`config.mk`:
```
export PLATFORM = sky130hd
export DESIGN_NAME = uart_tx_sched
export DESIGN_NICKNAME = d
export VERILOG_FILES = /design/src/rtl/uart_tx_sched_pkg.sv /design/src/rtl/uart_tx_sched_rr_arb2.sv /design/src/rtl/uart_tx_sched.sv
export SDC_FILE = /design/constraint.sdc
export NUM_CORES = 1
export LEC_CHECK = 0
export CORE_MARGIN = 1.5
export CORE_UTILIZATION = 45
export DETAILED_ROUTE_END_ITERATION = 7
export GPL_TIMING_DRIVEN = 0
export HOLD_SLACK_MARGIN = 0.02
export PLACE_DENSITY = 0.75
export SYNTH_ARGS = -nofsm -noshare
export SYNTH_HDL_FRONTEND = slang
export SYNTH_HIERARCHICAL = 1
export SYNTH_SLANG_ARGS = --single-unit
export TNS_END_PERCENT = 10
```
`constraint.sdc`:
```
create_clock -name CLK -period 2.2 [get_ports CLK]
set_clock_uncertainty 0.15 [all_clocks]
set_input_delay 0.44 -clock CLK [delete_from_list [all_inputs] [get_ports CLK]]
set_output_delay 0.44 -clock CLK [all_outputs]
set_load 0.02 [all_outputs]
```
`src/rtl/uart_tx_sched_pkg.sv`:
```
// Shared definitions for the two-requester UART transmit scheduler.
// Holds the state encoding, the per-requester frame lengths and the retry timeout default.
package uart_tx_sched_pkg;

    typedef enum logic [1:0] {
        IDLE    = 2'd0,
        ISSUE   = 2'd1,
        WAIT_HI = 2'd2,
        WAIT_LO = 2'd3
    } sched_state_t;

    localparam int LEN_REQ0    = 1;
    localparam int LEN_REQ1    = 2;
    localparam int TIMEOUT_DEF = 4;

endpackage

```
`src/rtl/uart_tx_sched_rr_arb2.sv`:
```
// Two-way round-robin arbiter, purely combinational.
// On a tie the requester that did not win last time is chosen.
module rr_arb2 (
    input  logic [1:0] req,
    input  logic       last_grant,
    output logic       gnt_idx,
    output logic       gnt_vld
);

    always_comb begin
        gnt_vld = |req;
        if (req == 2'b11)
            gnt_idx = ~last_grant;
        else
            gnt_idx = req[1];
    end

endmodule

```
`src/rtl/uart_tx_sched.sv`:
```
// Shares one UART transmitter between a 1-byte and a 2-byte requester.
// Captures a frame round-robin, then strobes it out byte by byte, paced on TX_BUSY.
module uart_tx_sched
    import uart_tx_sched_pkg::*;
#(
    parameter int DATA_W  = 8,
    parameter int TIMEOUT = TIMEOUT_DEF
) (
    input  logic                CLK,
    input  logic                RST,
    input  logic                REQ0_VALID,
    input  logic [DATA_W-1:0]   REQ0_DATA,
    output logic                REQ0_ACK,
    input  logic                REQ1_VALID,
    input  logic [2*DATA_W-1:0] REQ1_DATA,
    output logic                REQ1_ACK,
    input  logic                TX_BUSY,
    output logic [DATA_W-1:0]   TX_P_DATA,
    output logic                TX_DATA_VALID,
    output logic                GRANT,
    output logic                SCHED_BUSY
);

    localparam int TMR_W = $clog2(TIMEOUT);

    sched_state_t        state;
    logic [2*DATA_W-1:0] shreg;
    logic [1:0]          byte_cnt;
    logic [TMR_W-1:0]    timer;
    logic                last_grant;
    logic                gnt_idx;
    logic                gnt_vld;

    rr_arb2 u_arb (
        .req        ({REQ1_VALID, REQ0_VALID}),
        .last_grant (last_grant),
        .gnt_idx    (gnt_idx),
        .gnt_vld    (gnt_vld)
    );

    always_ff @(posedge CLK or negedge RST) begin
        if (!RST) begin
            state         <= IDLE;
            shreg         <= '0;
            byte_cnt      <= '0;
            timer         <= '0;
            last_grant    <= 1'b1;
            TX_P_DATA     <= '0;
            TX_DATA_VALID <= 1'b0;
            REQ0_ACK      <= 1'b0;
            REQ1_ACK      <= 1'b0;
            GRANT         <= 1'b0;
            SCHED_BUSY    <= 1'b0;
        end else begin
            TX_DATA_VALID <= 1'b0;
            REQ0_ACK      <= 1'b0;
            REQ1_ACK      <= 1'b0;
            case (state)
                IDLE: begin
                    if (gnt_vld) begin
                        shreg      <= gnt_idx ? REQ1_DATA : {{DATA_W{1'b0}}, REQ0_DATA};
                        byte_cnt   <= gnt_idx ? 2'(LEN_REQ1) : 2'(LEN_REQ0);
                        GRANT      <= gnt_idx;
                        last_grant <= gnt_idx;
                        REQ0_ACK   <= ~gnt_idx;
                        REQ1_ACK   <= gnt_idx;
                        SCHED_BUSY <= 1'b1;
                        state      <= ISSUE;
                    end
                end
                ISSUE: begin
                    if (!TX_BUSY) begin
                        TX_P_DATA     <= shreg[DATA_W-1:0];
                        TX_DATA_VALID <= 1'b1;
                        timer         <= '0;
                        state         <= WAIT_HI;
                    end
                end
                WAIT_HI: begin
                    // A strobe the transmitter never acknowledged is re-issued, so
                    // consecutive strobes of the same byte sit TIMEOUT cycles apart.
                    if (TX_BUSY) begin
                        state <= WAIT_LO;
                    end else begin
                        timer <= timer + 1'b1;
                        if (timer == TMR_W'(TIMEOUT - 2))
                            state <= ISSUE;
                    end
                end
                WAIT_LO: begin
                    if (!TX_BUSY) begin
                        if (byte_cnt > 2'd1) begin
                            shreg    <= shreg >> DATA_W;
                            byte_cnt <= byte_cnt - 2'd1;
                            state    <= ISSUE;
                        end else begin
                            byte_cnt   <= '0;
                            SCHED_BUSY <= 1'b0;
                            state      <= IDLE;
                        end
                    end
                end
                default: state <= IDLE;
            endcase
        end
    end

endmodule

```
Yosys cells after proc, flatten, opt, wreduce, memory -nomap -nowiden
Cells that the tools add are included.
Storage, ports and cells
  bits in read-only memories: 0
  output and inout port bits: 13
  memories: 0
  RAM bits: 0
  bits in registers: 36
  logic and storage cells: 71
  bits in latches: 0
  input bits: 29
Operators by class
  reduce and logical (&&, ||, !) cells: 11
  bitwise gates (word level): 3
  mux-type cells: 31
  multipliers: 0
  order comparisons: 1
  add/sub/neg operators: 2
  eq/ne operators: 12
  div/mod/pow operators: 0
  shifts and indexed selects: 0
Operator list (number)
  two-way mux 16 bit: 4
  one-hot mux 16 bit (2 select lines): 1
  two-way mux 2 bit: 11
  != test 2 bit, second input constant: 6
  AND reduction 4 bit: 3
  two-way mux 1 bit: 11
  equality test 2 bit, second input constant: 4
  one-hot mux 2 bit (2 select lines): 2
  one-hot mux 2 bit (4 select lines): 1
  AND reduction 3 bit: 2
  AND reduction 2 bit: 2
  nonzero test 2 bit: 2
  != test 3 bit, second input constant: 1
  NOT 1 bit: 3
  adder 2 x 1 -> 2 bit, second input constant: 1
  equality test 2 x 1 -> 1 bit, second input constant: 1
  > comparator 2 x 1 -> 1 bit, second input constant: 1
  logical NOT 2 bit: 1
  one-hot mux 1 bit (2 select lines): 1
  OR reduction 2 bit: 1
  subtractor 2 x 1 -> 2 bit, second input constant: 1

Logic depth before layout (Yosys ltp)
  word-level depth: 5
  depth in mapped cells: 6
  gate-level depth less buffers: 5

By module
Netlist, hierarchy kept.
Modules (own cells, without submodules)
  uart_tx_sched: seq. area each 902.1 um2, instances 1, area an instance 1697.9 um2, cells each 149
  rr_arb2: seq. area each 0.0 um2, instances 1, area an instance 13.8 um2, cells each 2

Worst setup path after synthesis
OpenSTA, ideal clock, no wires.
  path type: input to register
  start point: in REQ1_VALID
  end point: reg shreg[6]
  data arrival time: 1.584 ns
  path buffers: 2
  required time: 1.925 ns
  stages: 6
  slack: 0.341 ns
  library setup time: 0.125 ns
  path through: or2_1 or3b_1 buf_6 o21ai_4 buf_12 mux2_4
On the way
  longest elaborated chain between the ends: 5
  elaborated cells between the ends (all ways): 8
  classes of those cells: eq/ne (2); mux (4); reduce/logical (2)
RTL lines
  start: declaration: RTL line uart_tx_sched.sv:14  | input logic REQ1_VALID,
  equality test 2 bit: RTL line uart_tx_sched_rr_arb2.sv:12  | if (req == 2'b11)
  two-way mux 1 bit: RTL line uart_tx_sched_rr_arb2.sv:12
  two-way mux 16 bit: RTL line uart_tx_sched.sv:61  | shreg <= gnt_idx ? REQ1_DATA : {{DATA_W{1'b0}}, REQ0_DATA};
  two-way mux 16 bit: RTL line uart_tx_sched.sv:60  | if (gnt_vld) begin
  one-hot mux 16 bit (2 select lines): RTL line uart_tx_sched.sv:58  | case (state)
  end signal: assignment: RTL line uart_tx_sched.sv:61
  end signal: assignment: RTL line uart_tx_sched.sv:93  | shreg <= shreg >> DATA_W;
  end: declaration: RTL line uart_tx_sched.sv:27  | logic [2*DATA_W-1:0] shreg;
Parallel ways exist; a longest one is shown, timed or not. The select of a mux whose other input is x is not followed.
A chain may end at the register's enable or synchronous reset.

Worst setup path after layout
  start point: in REQ0_VALID
  end point: reg shreg[6]
On the way
  elaborated cells between the ends (all ways): 8
  classes of those cells: eq/ne (2); mux (4); reduce/logical (2)
RTL lines
  start: declaration: RTL line uart_tx_sched.sv:11  | input logic REQ0_VALID,
  OR reduction 2 bit: RTL line uart_tx_sched_rr_arb2.sv:11  | gnt_vld = |req;
  via gnt_vld: RTL line uart_tx_sched.sv:32  | logic gnt_vld;
  != test 2 bit (no source line)
  AND reduction 4 bit (no source line)
The timed path passes the listed nets, and every way through them passes these cells. The select of a mux whose other input is x is not followed.

==> results.md <==
- Cell internal power was estimated by the tool at 2.04 mW.
- Counting flops with an async set or reset pin after synthesis yields a share of 100%.
- The slowest cell on the critical path is sky130_fd_sc_hd__clkdlybuf4s50_1.
- During synthesis, Yosys emitted a total of 6 warnings.
- In the routed design, unresolved DRC markers number 0.
- The final cell count without fillers is 247.
- The signal on the critical path passes through clkdlybuf4s50_1, or2_4, or3b_1, buf_6, o21ai_4, buf_12, mux2_4.
- The number of placed instances, taps included is 239.
- The synthesized netlist occupies a cell area of 1710 um2.
- The number of antenna diodes in the final layout is 0.
- The worst path required time is 2.22 ns.
- The vertical die dimension is 64.7 um.
- The die span in x is 64.7 um.
- VDD sags by at most 775 uV.
- At the end of routability-driven placement, the weighted congestion stood at 0.772.
- TritonCTS built the clock tree.
- Static timing analysis puts the maximum clock frequency at 0.465 GHz.
- The clock passes through at most 2 buffers.
- After detailed routing, the wire length on met1 is 1640 um.
- Dividing the final minimum period by the clock period gives 97.7%.
- The remaining max-slew budget at the tightest pin is 46.5%.
- At the worst endpoint, the arrival time is 2.17 ns.
- The post-route antenna net violation count is 0.
- Sequential elements use 52.7% of the synthesized area.
- The number of clock buffers inserted by TritonCTS is 5.
- The start-to-end type of the worst setup path is input port to register.
- Net switching is 34.4% of the power.
- STA classifies the critical path startpoint as an input port.
- Counting flops and latches in the post-synthesis netlist gives 36.
- STA classifies the critical path endpoint as a register.
- The number of hold violations in the final report was 0.
- The ratio of routed vias to standard cells is 5.33.
- The part of the total power dissipated in the clock network is 20.4%.
- Entering global routing, the biggest net connects 37 pins.
- The final design instance area without fill is 2300 um2.
- The final wirelength is 3710 um.
- Of all nets on the critical path, the largest fanout is 10.
- The share of total power dissipated in combinational logic is 42.5%.
- The count of endpoints failing setup in the final report is 0.
- The number of different library cells in the post-synthesis netlist is 36.
- After clock tree synthesis, the clock-pin slew on the worst setup and hold paths is 0.07 ns.
- The number of hold buffers added after cts is 0.
- The later pin in the worst-skew pair is clocked with a latency of 0.29 ns.
- The initialized floorplan defines 22 standard-cell rows.
- The total cell area at the placement stage is 2170 um2.
- The number of nets in the finished design is 228.
- The flow ran to the end, and the final reports show no timing, DRC or antenna violations.
- At the end of the flow the core is filled with cells to 62.7%.
- The number of pins with negative max-slew slack in the final report is 0.
- The static power due to leakage is 0.979 nW.
- The predominant post-synthesis flop cell is sky130_fd_sc_hd__dfrtp_1.
- In this run the top signal layer used is met4.
- The fraction of final layout cells with drive strength greater than 1 is 19.6%.
- Dividing total power by cell area gives a power density of 1360 nW/um2.
- The worst path in the final design needs a cycle of 2.15 ns, including I/O delays and setup.
- For this design the top-level I/O count stands at 42.
- Synthesis produced a netlist whose cell count is 151.
- The total vias in the final route is 1317.
- The starting density of the core is 46.8%.
- In this run the number of H-tree levels came out at 2.
- The sum of met2 wire segment lengths after detailed routing is 1820 um.
- The die covers 4180 um2.
- The via count of the first global-routing pass is 1324.
- CTS placed an instance of sky130_fd_sc_hd__clkbuf_8 at the clock tree root.
- In the detailed route, the total length drawn on met3 is 187 um.
- Setup repair after global routing left no endpoint under its margin.
- The iteration-0 DRC count of the detailed router is 37.
- The initial antenna violation count is 0.
- The number of enable-type register cells in the synthesized netlist is 0.
- The average wire length per cell after detail routing is 15.0 um.
- The net switching power is 1.07 mW.
- The total half-perimeter wirelength after legalization and detailed placement is 2680 um.
- The synthesized net count is 181.
- The signed area change from the synthesized netlist to the final layout is 34.1%.
- Buffers placed on the I/O ports in this run total 40.
- The power after layout is 3.12 mW.
- The type of the tightest min-delay check is input port to async pin.
- The number of max-cap violations is 0.
- For this run, the total global-route usage over all layers was measured as 19.5%.
- In the layout the commonest cells are sky130_fd_sc_hd__clkdlybuf4s50_1 (39), sky130_fd_sc_hd__dfrtp_1 (35), sky130_fd_sc_hd__o21ai_0 (21).
- For this run the aggregate overflow at the end of global routing stands at 0.
- At the pin with the least slew margin, the transition time is 0.803 ns.
- The core region is 3660 um2.
- In this run, flip-flops and latches consume 37.1% of the power.
- The maximum single-stage delay on the critical path is 0.47 ns.
- After routing, the total negative slack on setup checks comes to 0 ns.
- Averaged over all synthesized cells, the footprint is 11.3 um2.
- The clock sink count is 36.
- The detailed-router iteration count before antenna repair is 4.
- The first global-routing pass estimated 6180 um of wire.
- The library cell used most frequently in the layout, excluding fill and tap cells, is sky130_fd_sc_hd__clkdlybuf4s50_1.
power by group through the flow:
stage / sequential [mW] / clock (mW) / combinational (mW)
3_3_place_gp: 1.15 / 0 / 1.28
6_report: 1.16 / 0.638 / 1.33
4_1_cts: 1.16 / 0.650 / 1.33
3_5_place_dp: 1.16 / 0 / 1.33
2_1_floorplan: 1.25 / 0 / 0.761
5_1_grt: 1.19 / 0.680 / 1.45
layout make-up:
class                      count  area (um2)
buffer                        12        76.3
clock buffer                   7        96.3
inverter                      11        41.3
tap                           48        60.1
multi-input combinational     92         694
timing repair buffer          40         395
clock inverter                 1        30.0
fill                         305        1370
sequential                    36         902
metrics by stage:
| step | setup slack, ns | hold WS, ns |
|---|---|---|
| 2_1_floorplan | 0.341 | -0.00559 |
| 6_report | 0.0514 | 0.0834 |
| 5_1_grt | 0.00961 | 0.137 |
| 3_5_place_dp | -0.288 | 0.319 |
| 3_3_place_gp | -0.262 | 0.311 |
| 4_1_cts | 0.0127 | 0.104 |
cells in the mapped netlist (all sizes together), types with 2 or more instances:
library cell  instances  area share [%]
nor2                  2            0.44
mux2                 16              11
mux2i                 8             4.7
buf                   9             3.8
nor3b                 4             2.0
nand2b                2            0.73
a21oi                 4             1.2
o21ai                22             7.1
nand3                 8             2.3
and2                  2            0.73
nand4                 8             2.9
clkbuf                3            0.66
a21o                  2            0.88
dfrtp                35              51
inv                  11             2.4
timing repair:
action	4_1_cts	5_1_grt
buffers inserted	0	0
setup endpoints to repair	0	2
resized for setup	0	1
sequential cells by signal, summed over array words and instances, names as in the netlist:
register and flops:
GRANT 1, REQ0_ACK 1, REQ1_ACK 1, SCHED_BUSY 1, TX_DATA_VALID 1, TX_P_DATA 8
byte_cnt 2, last_grant 1, shreg 16, state 2, timer 2
critical path: cells and delay by family:
kind                   cells  cell delay, ns
AOI/OAI and AO/OA          1            0.14
muxes                      1            0.29
buffers and inverters      3            0.79
and+or+nand+nor            2            0.50
routing by layer:
layer  up-vias  global-route usage (%)
met4         0                    7.71
li1        628                       -
met2        36                    32.2
met1       646                    24.6
met3         7                    5.03
met5         -                       0
path summary, 6_finish.rpt:
path | cells past startpoint | end | from | slack, ns
max | 7 | shreg[6] | REQ0_VALID | 0.05
min | 1 | REQ1_ACK | RST | 0.08
max reg2reg | 5 | byte_cnt[0] | last_grant | 0.41
min reg2reg | 1 | GRANT | GRANT | 0.33
max in group asynchronous | 1 | timer[1] | RST | 1.31
min in group CLK | 1 | GRANT | GRANT | 0.33
cell families (layout without fill, tap and decap cells):
group	after synthesis	count (layout)	synth area share, %
adder cells (fa/ha/maj)	1	1	0.731
buffers and inverters	23	71	6.87
AO/OA/AOI/OAI	36	36	12.9
AND/OR/NAND/NOR	31	31	11.1
multiplexers	24	24	15.6
flip-flops	36	36	52.7
Note: power is estimated with default switching activity, not from simulation.
